[config.mk]
export PLATFORM = sky130hd
export DESIGN_NAME = hazard_scoreboard
export DESIGN_NICKNAME = d
export VERILOG_FILES = /design/src/rtl/hazard_pkg.sv /design/src/rtl/hazard_stage_slot.sv /design/src/rtl/hazard_scoreboard.sv
export SDC_FILE = /design/constraint.sdc
export NUM_CORES = 1
export LEC_CHECK = 0
export BUFFER_PORTS_ARGS = -buffer_cell sky130_fd_sc_hd__buf_2
export CAP_MARGIN = 20
export CORE_MARGIN = 2
export CORE_UTILIZATION = 50
export CTS_CLUSTER_SIZE = 8
export DETAILED_ROUTE_END_ITERATION = 8
export PLACE_DENSITY_LB_ADDON = 0.3
export SLEW_MARGIN = 20
export SYNTH_ARGS = -nofsm -noshare
export SYNTH_HDL_FRONTEND = slang
export SYNTH_HIERARCHICAL = 1
export SYNTH_SLANG_ARGS = --single-unit
[constraint.sdc]
create_clock -name clk -period 2.7 [get_ports clk]
set_input_delay 0.135 -clock clk [delete_from_list [all_inputs] [get_ports clk]]
set_output_delay 0.135 -clock clk [all_outputs]
set_load 0.1 [all_outputs]
[src/rtl/hazard_pkg.sv]
// Shared types and constants for the ID-stage hazard scoreboard.
// A slot holds an in-flight instruction's write flag, destination register and load flag.
package hazard_pkg;

  typedef struct packed {
    logic       wr;
    logic [4:0] addr;
    logic       ld;
  } stage_slot_t;

  localparam logic [4:0]  REG_ZERO    = 5'd0;
  localparam stage_slot_t SLOT_BUBBLE = '{wr: 1'b0, addr: 5'd0, ld: 1'b0};

endpackage

[src/rtl/hazard_stage_slot.sv]
// One pipeline slot register of the scoreboard.
// The slot holds its value under freeze and can load a bubble instead of its input.
module hazard_stage_slot
  import hazard_pkg::*;
(
  input  logic        clk,
  input  logic        rst_n,
  input  logic        freeze,
  input  logic        loadBubble,
  input  stage_slot_t slotIn,
  output stage_slot_t slotOut
);

  always_ff @(posedge clk or negedge rst_n) begin
    if (!rst_n) begin
      slotOut <= SLOT_BUBBLE;
    end else if (!freeze) begin
      slotOut <= loadBubble ? SLOT_BUBBLE : slotIn;
    end
  end

endmodule

[src/rtl/hazard_scoreboard.sv]
// Scoreboard beside the ID stage: tracks EX/MEM/WB producers and raises stalls
// for late branch operands and load-use, with a saturating stall-cycle counter.
module hazard_scoreboard
  import hazard_pkg::*;
#(
  parameter int CNT_W = 16
) (
  input  logic             clk,
  input  logic             rst_n,
  input  logic             freeze,
  input  logic             issue_valid,
  input  logic             reg_writeD,
  input  logic [4:0]       write_reg_addrD,
  input  logic             mem_to_regD,
  input  logic             branchD,
  input  logic [4:0]       rs_addrD,
  input  logic [4:0]       rt_addrD,
  input  logic             use_rsD,
  input  logic             use_rtD,
  output logic             reg_writeE,
  output logic             reg_writeM,
  output logic             reg_writeW,
  output logic [4:0]       write_reg_addrE,
  output logic [4:0]       write_reg_addrM,
  output logic [4:0]       write_reg_addrW,
  output logic             mem_to_regE,
  output logic             mem_to_regM,
  output logic             stallF,
  output logic             stallD,
  output logic             flushE,
  output logic [CNT_W-1:0] stall_count
);

  stage_slot_t slotD, slotE, slotM, slotW, slotMToW;
  logic        hazard;
  logic        bubbleE;
  logic [CNT_W-1:0] stallCnt;

  function automatic logic liveFor(input stage_slot_t s, input logic [4:0] r);
    return s.wr && (s.addr != REG_ZERO) && (s.addr == r);
  endfunction

  // Branches resolve in ID, so they cannot take an EX result nor a load still in MEM.
  function automatic logic srcHazard(input stage_slot_t e, input stage_slot_t m,
                                     input logic branch, input logic [4:0] r);
    if (branch) return liveFor(e, r) || (liveFor(m, r) && m.ld);
    return liveFor(e, r) && e.ld;
  endfunction

  function automatic logic [CNT_W-1:0] satInc(input logic [CNT_W-1:0] v);
    return (v == '1) ? v : v + CNT_W'(1);
  endfunction

  always_comb begin
    hazard = issue_valid &&
             ((use_rsD && srcHazard(slotE, slotM, branchD, rs_addrD)) ||
              (use_rtD && srcHazard(slotE, slotM, branchD, rt_addrD)));
  end

  assign slotD = '{wr:   reg_writeD && (write_reg_addrD != REG_ZERO),
                   addr: write_reg_addrD,
                   ld:   mem_to_regD};
  assign bubbleE = hazard || !issue_valid;

  // WB results always forward, so the load flag has no meaning past MEM.
  assign slotMToW = '{wr: slotM.wr, addr: slotM.addr, ld: 1'b0};

  // ID -> EX
  hazard_stage_slot uSlotE (
    .clk(clk), .rst_n(rst_n), .freeze(freeze), .loadBubble(bubbleE),
    .slotIn(slotD), .slotOut(slotE)
  );

  // EX -> MEM
  hazard_stage_slot uSlotM (
    .clk(clk), .rst_n(rst_n), .freeze(freeze), .loadBubble(1'b0),
    .slotIn(slotE), .slotOut(slotM)
  );

  // MEM -> WB
  hazard_stage_slot uSlotW (
    .clk(clk), .rst_n(rst_n), .freeze(freeze), .loadBubble(1'b0),
    .slotIn(slotMToW), .slotOut(slotW)
  );

  always_ff @(posedge clk or negedge rst_n) begin
    if (!rst_n) begin
      stallCnt <= '0;
    end else if (!freeze && hazard) begin
      stallCnt <= satInc(stallCnt);
    end
  end

  assign stallF          = freeze || hazard;
  assign stallD          = freeze || hazard;
  assign flushE          = hazard && !freeze;
  assign stall_count     = stallCnt;
  assign reg_writeE      = slotE.wr;
  assign reg_writeM      = slotM.wr;
  assign reg_writeW      = slotW.wr;
  assign write_reg_addrE = slotE.addr;
  assign write_reg_addrM = slotM.addr;
  assign write_reg_addrW = slotW.addr;
  assign mem_to_regE     = slotE.ld;
  assign mem_to_regM     = slotM.ld;

endmodule
==> impl_results.html <==
<table>
<tr><th>Metric</th><th>Value</th></tr>
<tr><th colspan="2">Synth</th></tr>
<tr><td>Number of instances in the synthesized netlist</td><td>198</td></tr>
<tr><td>Post-synth design cell area</td><td>2010 um^2</td></tr>
<tr><td>Post-synthesis average cell area</td><td>10.2 um^2</td></tr>
<tr><td>Total of warnings raised by yosys</td><td>6</td></tr>
<tr><th colspan="2">Die</th></tr>
<tr><td>CORE AREA</td><td>3940 um^2</td></tr>
<tr><td>I/O pin total</td><td>63</td></tr>
<tr><td>Initial Utilization</td><td>51.1%</td></tr>
<tr><td>Number of rows created at floorplan</td><td>23</td></tr>
<tr><td>Die height</td><td>67.5 um</td></tr>
<tr><td>Floorplan die width</td><td>67.5 um</td></tr>
<tr><td>Area of the die</td><td>4550 um^2</td></tr>
<tr><th colspan="2">Clock network</th></tr>
<tr><td>Buffer count from post-CTS setup fixing</td><td>0</td></tr>
<tr><td>Number of buffers created by CTS</td><td>5</td></tr>
<tr><td>Clock insertion delay at the later pin of the skew report</td><td>0.28 ns</td></tr>
<tr><td>CTS clk-pin slew, worst paths</td><td>0.07 ns</td></tr>
<tr><td>H-tree levels</td><td>2</td></tr>
<tr><td>Buffer cell driving the clock tree root</td><td>sky130_fd_sc_hd__clkbuf_8</td></tr>
<tr><td>Clock tree from TritonCTS</td><td>built</td></tr>
<tr><td>Maximum number of buffers from clock root to sink</td><td>2</td></tr>
<tr><td>Clk sinks</td><td>36</td></tr>
<tr><td>PostCTS Resize Cnt</td><td>0</td></tr>
<tr><th colspan="2">STA</th></tr>
<tr><td>Final critical path time including I/O delays and setup</td><td>2.39 ns</td></tr>
<tr><td>Slew at the pin closest to its max-slew limit</td><td>0.789 ns</td></tr>
<tr><td>Setup-violating endpoint count in the final report</td><td>0</td></tr>
<tr><td>Final cycle utilization of the critical path</td><td>88.5%</td></tr>
<tr><td>Max-slew headroom</td><td>47.4%</td></tr>
<tr><td>Setup repair after global routing missed its margin</td><td>no</td></tr>
<tr><td>Top achievable clock speed</td><td>0.418 GHz</td></tr>
<tr><td>Number of slew-limit violations in the final report</td><td>0</td></tr>
<tr><td>Hold Vio Cnt, Final</td><td>0</td></tr>
<tr><td>Clock Skew</td><td>0.00598 ns</td></tr>
<tr><td>Setup TNS</td><td>0 ns</td></tr>
<tr><th colspan="2">Routing</th></tr>
<tr><td>Routed Antenna Nets</td><td>0</td></tr>
<tr><td>Routed wire length</td><td>4280 um</td></tr>
<tr><td>Via count</td><td>1683</td></tr>
<tr><td>WL per Instance</td><td>13.1 um</td></tr>
<tr><td>Number of DRC violations after detailed routing</td><td>0</td></tr>
<tr><td>First-pass iteration count of the detailed router</td><td>4</td></tr>
<tr><td>Initial DRC Count</td><td>100</td></tr>
<tr><td>Routed via count divided by cell count</td><td>5.15</td></tr>
<tr><th colspan="2">Global route</th></tr>
<tr><td>Met3 layer usage reported by global route</td><td>4.17%</td></tr>
<tr><td>Global router's overall resource usage</td><td>21.1%</td></tr>
<tr><td>Routing usage on met1</td><td>29.0%</td></tr>
<tr><td>Number of global-route vias before repair</td><td>1538</td></tr>
<tr><td>Initial antenna violation count</td><td>0</td></tr>
<tr><td>Largest net degree at the start of global routing</td><td>37</td></tr>
<tr><td>GRT Max-Usage Layer</td><td>met2</td></tr>
<tr><td>Wire length of the first global-routing pass</td><td>7160 um</td></tr>
<tr><td>GR Layer Usage met2</td><td>32.8%</td></tr>
<tr><td>Remaining global-route overflow</td><td>0</td></tr>
<tr><th colspan="2">Power</th></tr>
<tr><td>Maximum vdd drop</td><td>0.355 mV</td></tr>
<tr><td>Power consumption</td><td>1.37 mW</td></tr>
<tr><td>Power density over cell area</td><td>542 nW/um^2</td></tr>
<tr><td>Leak pwr</td><td>1.26 nW</td></tr>
<tr><th colspan="2">Final layout</th></tr>
<tr><td>Number of filler instances in the final layout</td><td>354</td></tr>
<tr><td>Share of post-route cells with drive strength above 1</td><td>35.7%</td></tr>
<tr><td>Layout Nets</td><td>301</td></tr>
<tr><td>Combined flip-flop and latch cell area</td><td>913 um^2</td></tr>
<tr><td>Number of diodes added for antenna fixing</td><td>0</td></tr>
<tr><td>Total area of multi-input combinational cells</td><td>1090 um^2</td></tr>
<tr><td>Share of the core filled with cells in the final layout</td><td>64.2%</td></tr>
<tr><td>Growth of design area from synthesis to finish</td><td>25.7%</td></tr>
<tr><td>Non-Filler Cell Area, Final</td><td>2530 um^2</td></tr>
<tr><th colspan="2">Critical path</th></tr>
<tr><td>Buffers plus inverters on the worst setup path</td><td>1</td></tr>
<tr><td>Critical path, cell by cell</td><td>xor2_1, nor4_2, a32oi_1, o22ai_4, nand2_1, nor2_2, buf_2</td></tr>
<tr><td>Slowest stage delay, CP</td><td>0.47 ns</td></tr>
<tr><td>CP max FO</td><td>6</td></tr>
<tr><td>Critical Path Start Type</td><td>register</td></tr>
<tr><td>Category of the most critical setup path</td><td>reg -&gt; out</td></tr>
<tr><td>Req. time, crit path</td><td>2.57 ns</td></tr>
<tr><td>CP endpoint kind</td><td>output pin</td></tr>
<tr><td>Kind of cell with the highest combined delay on the critical path</td><td>simple AND/OR/NAND/NOR gates</td></tr>
<tr><td>Signal arrival time at the worst endpoint</td><td>2.25 ns</td></tr>
<tr><td>Library cell contributing the largest single delay on the critical path</td><td>sky130_fd_sc_hd__dfrtp_2</td></tr>
<tr><th colspan="2">Hold path</th></tr>
<tr><td>Min-delay worst type</td><td>in -&gt; reg</td></tr>
<tr><th colspan="2">Placed design</th></tr>
<tr><td>Placed standard-cell area</td><td>2410 um^2</td></tr>
<tr><td>Input/output buffers</td><td>62</td></tr>
<tr><td>Half-perimeter wire length after placement</td><td>3130 um</td></tr>
<tr><td>Final weighted congestion of routability-driven global placement</td><td>0.943</td></tr>
<tr><th colspan="2">Run</th></tr>
<tr><td>Maxcap violations</td><td>0</td></tr>
<tr><th colspan="2">Run status</th></tr>
<tr><td>Status</td><td>finished, final reports clean</td></tr>
</table>
worst register-to-register path, delay by kind of cell (launching register included):
kind | cells | cell delay [ns]
muxes | 1 | 0.30
buffers and inverters | 1 | 0.21
AOI/OAI and AO/OA | 2 | 0.40
and+or+nand+nor | 2 | 0.66
DFF | 1 | 0.45
power by group:
part | switching [mW] | leakage, nW | internal, mW
Clock | 0.194 | 0.0541 | 0.273
Combinational | 0.241 | 0.726 | 0.0723
Sequential | 0.0299 | 0.478 | 0.561
Total | 0.465 | 1.26 | 0.906
per-layer routing:
metal,vias up,share of wire (%)
met5,-,0
met4,0,2.3
met3,8,5.0
met2,60,46
met1,771,47
li1,844,-
final cells by class:
class	instances	area share, %
Clock buffer	5	2.72
Sequential cell	36	36.1
Tap cell	50	2.47
Timing Repair Buffer	66	13.6
Multi-Input combinational cell	164	43.0
Clock inverter	3	1.68
Inverter	3	0.445
state kept, by name, summed over array words and instances (netlist names):
| signal | flops |
|---|---|
| uSlotE/slotOut | 7 |
| uSlotM/slotOut | 7 |
| uSlotW/slotOut | 6 |
| stall_count | 16 |
cell usage in the layout (no fill, tap or decap), drive strengths merged:
cell type and n:
a21oi 1, a22o 3, a31oi 1, a32oi 2, a41oi 1, and2 3, and3 10, and4 2
buf 65, bufinv 1, clkbuf 5, clkinv 1, clkinvlp 1, conb 13, dfrtp 36, dlygate4sd3 1
ha 1, inv 3, mux2 2, nand2 20, nand2b 18, nand3 5, nand4 11, nand4bb 1
nor2 8, nor4 4, o2111ai 1, o21a 1, o21ai 17, o221ai 1, o22ai 1, or2 1
or4 3, xnor2 17, xor2 16
final timing paths:
check,start,endpoint,slack [ns],cells past startpoint
hold reg to reg,uSlotW/slotOut[3],uSlotW/slotOut[3],0.47,2
min in group asynchronous,rst_n,stall_count[11],0.47,2
setup reg to reg,uSlotM/slotOut[2],stall_count[1],0.56,6
setup / recovery,uSlotM/slotOut[4],flushE,0.31,7
max in group asynchronous,rst_n,uSlotE/slotOut[5],1.68,2
hold / removal,write_reg_addrD[3],uSlotE/slotOut[4],0.08,2
what timing repair did:
action | 4_1_cts | 5_1_grt
setup endpoints to repair | 0 | 0
hold endpoints to repair | 36 | 0
hold buffers | 1 | 0
per-stage QoR:
step / cells / worst slack, ns / hold slack (ns)
after detailed placement: 318 / 0.582 / 0.265
after CTS: 327 / 0.286 / 0.0748
after global placement: 318 / 0.587 / 0.258
after floorplan: 210 / 0.0352 / -0.161
final: 327 / 0.310 / 0.0815
after global routing: 327 / 0.168 / 0.0863
Power figures use the tool's default switching activity.
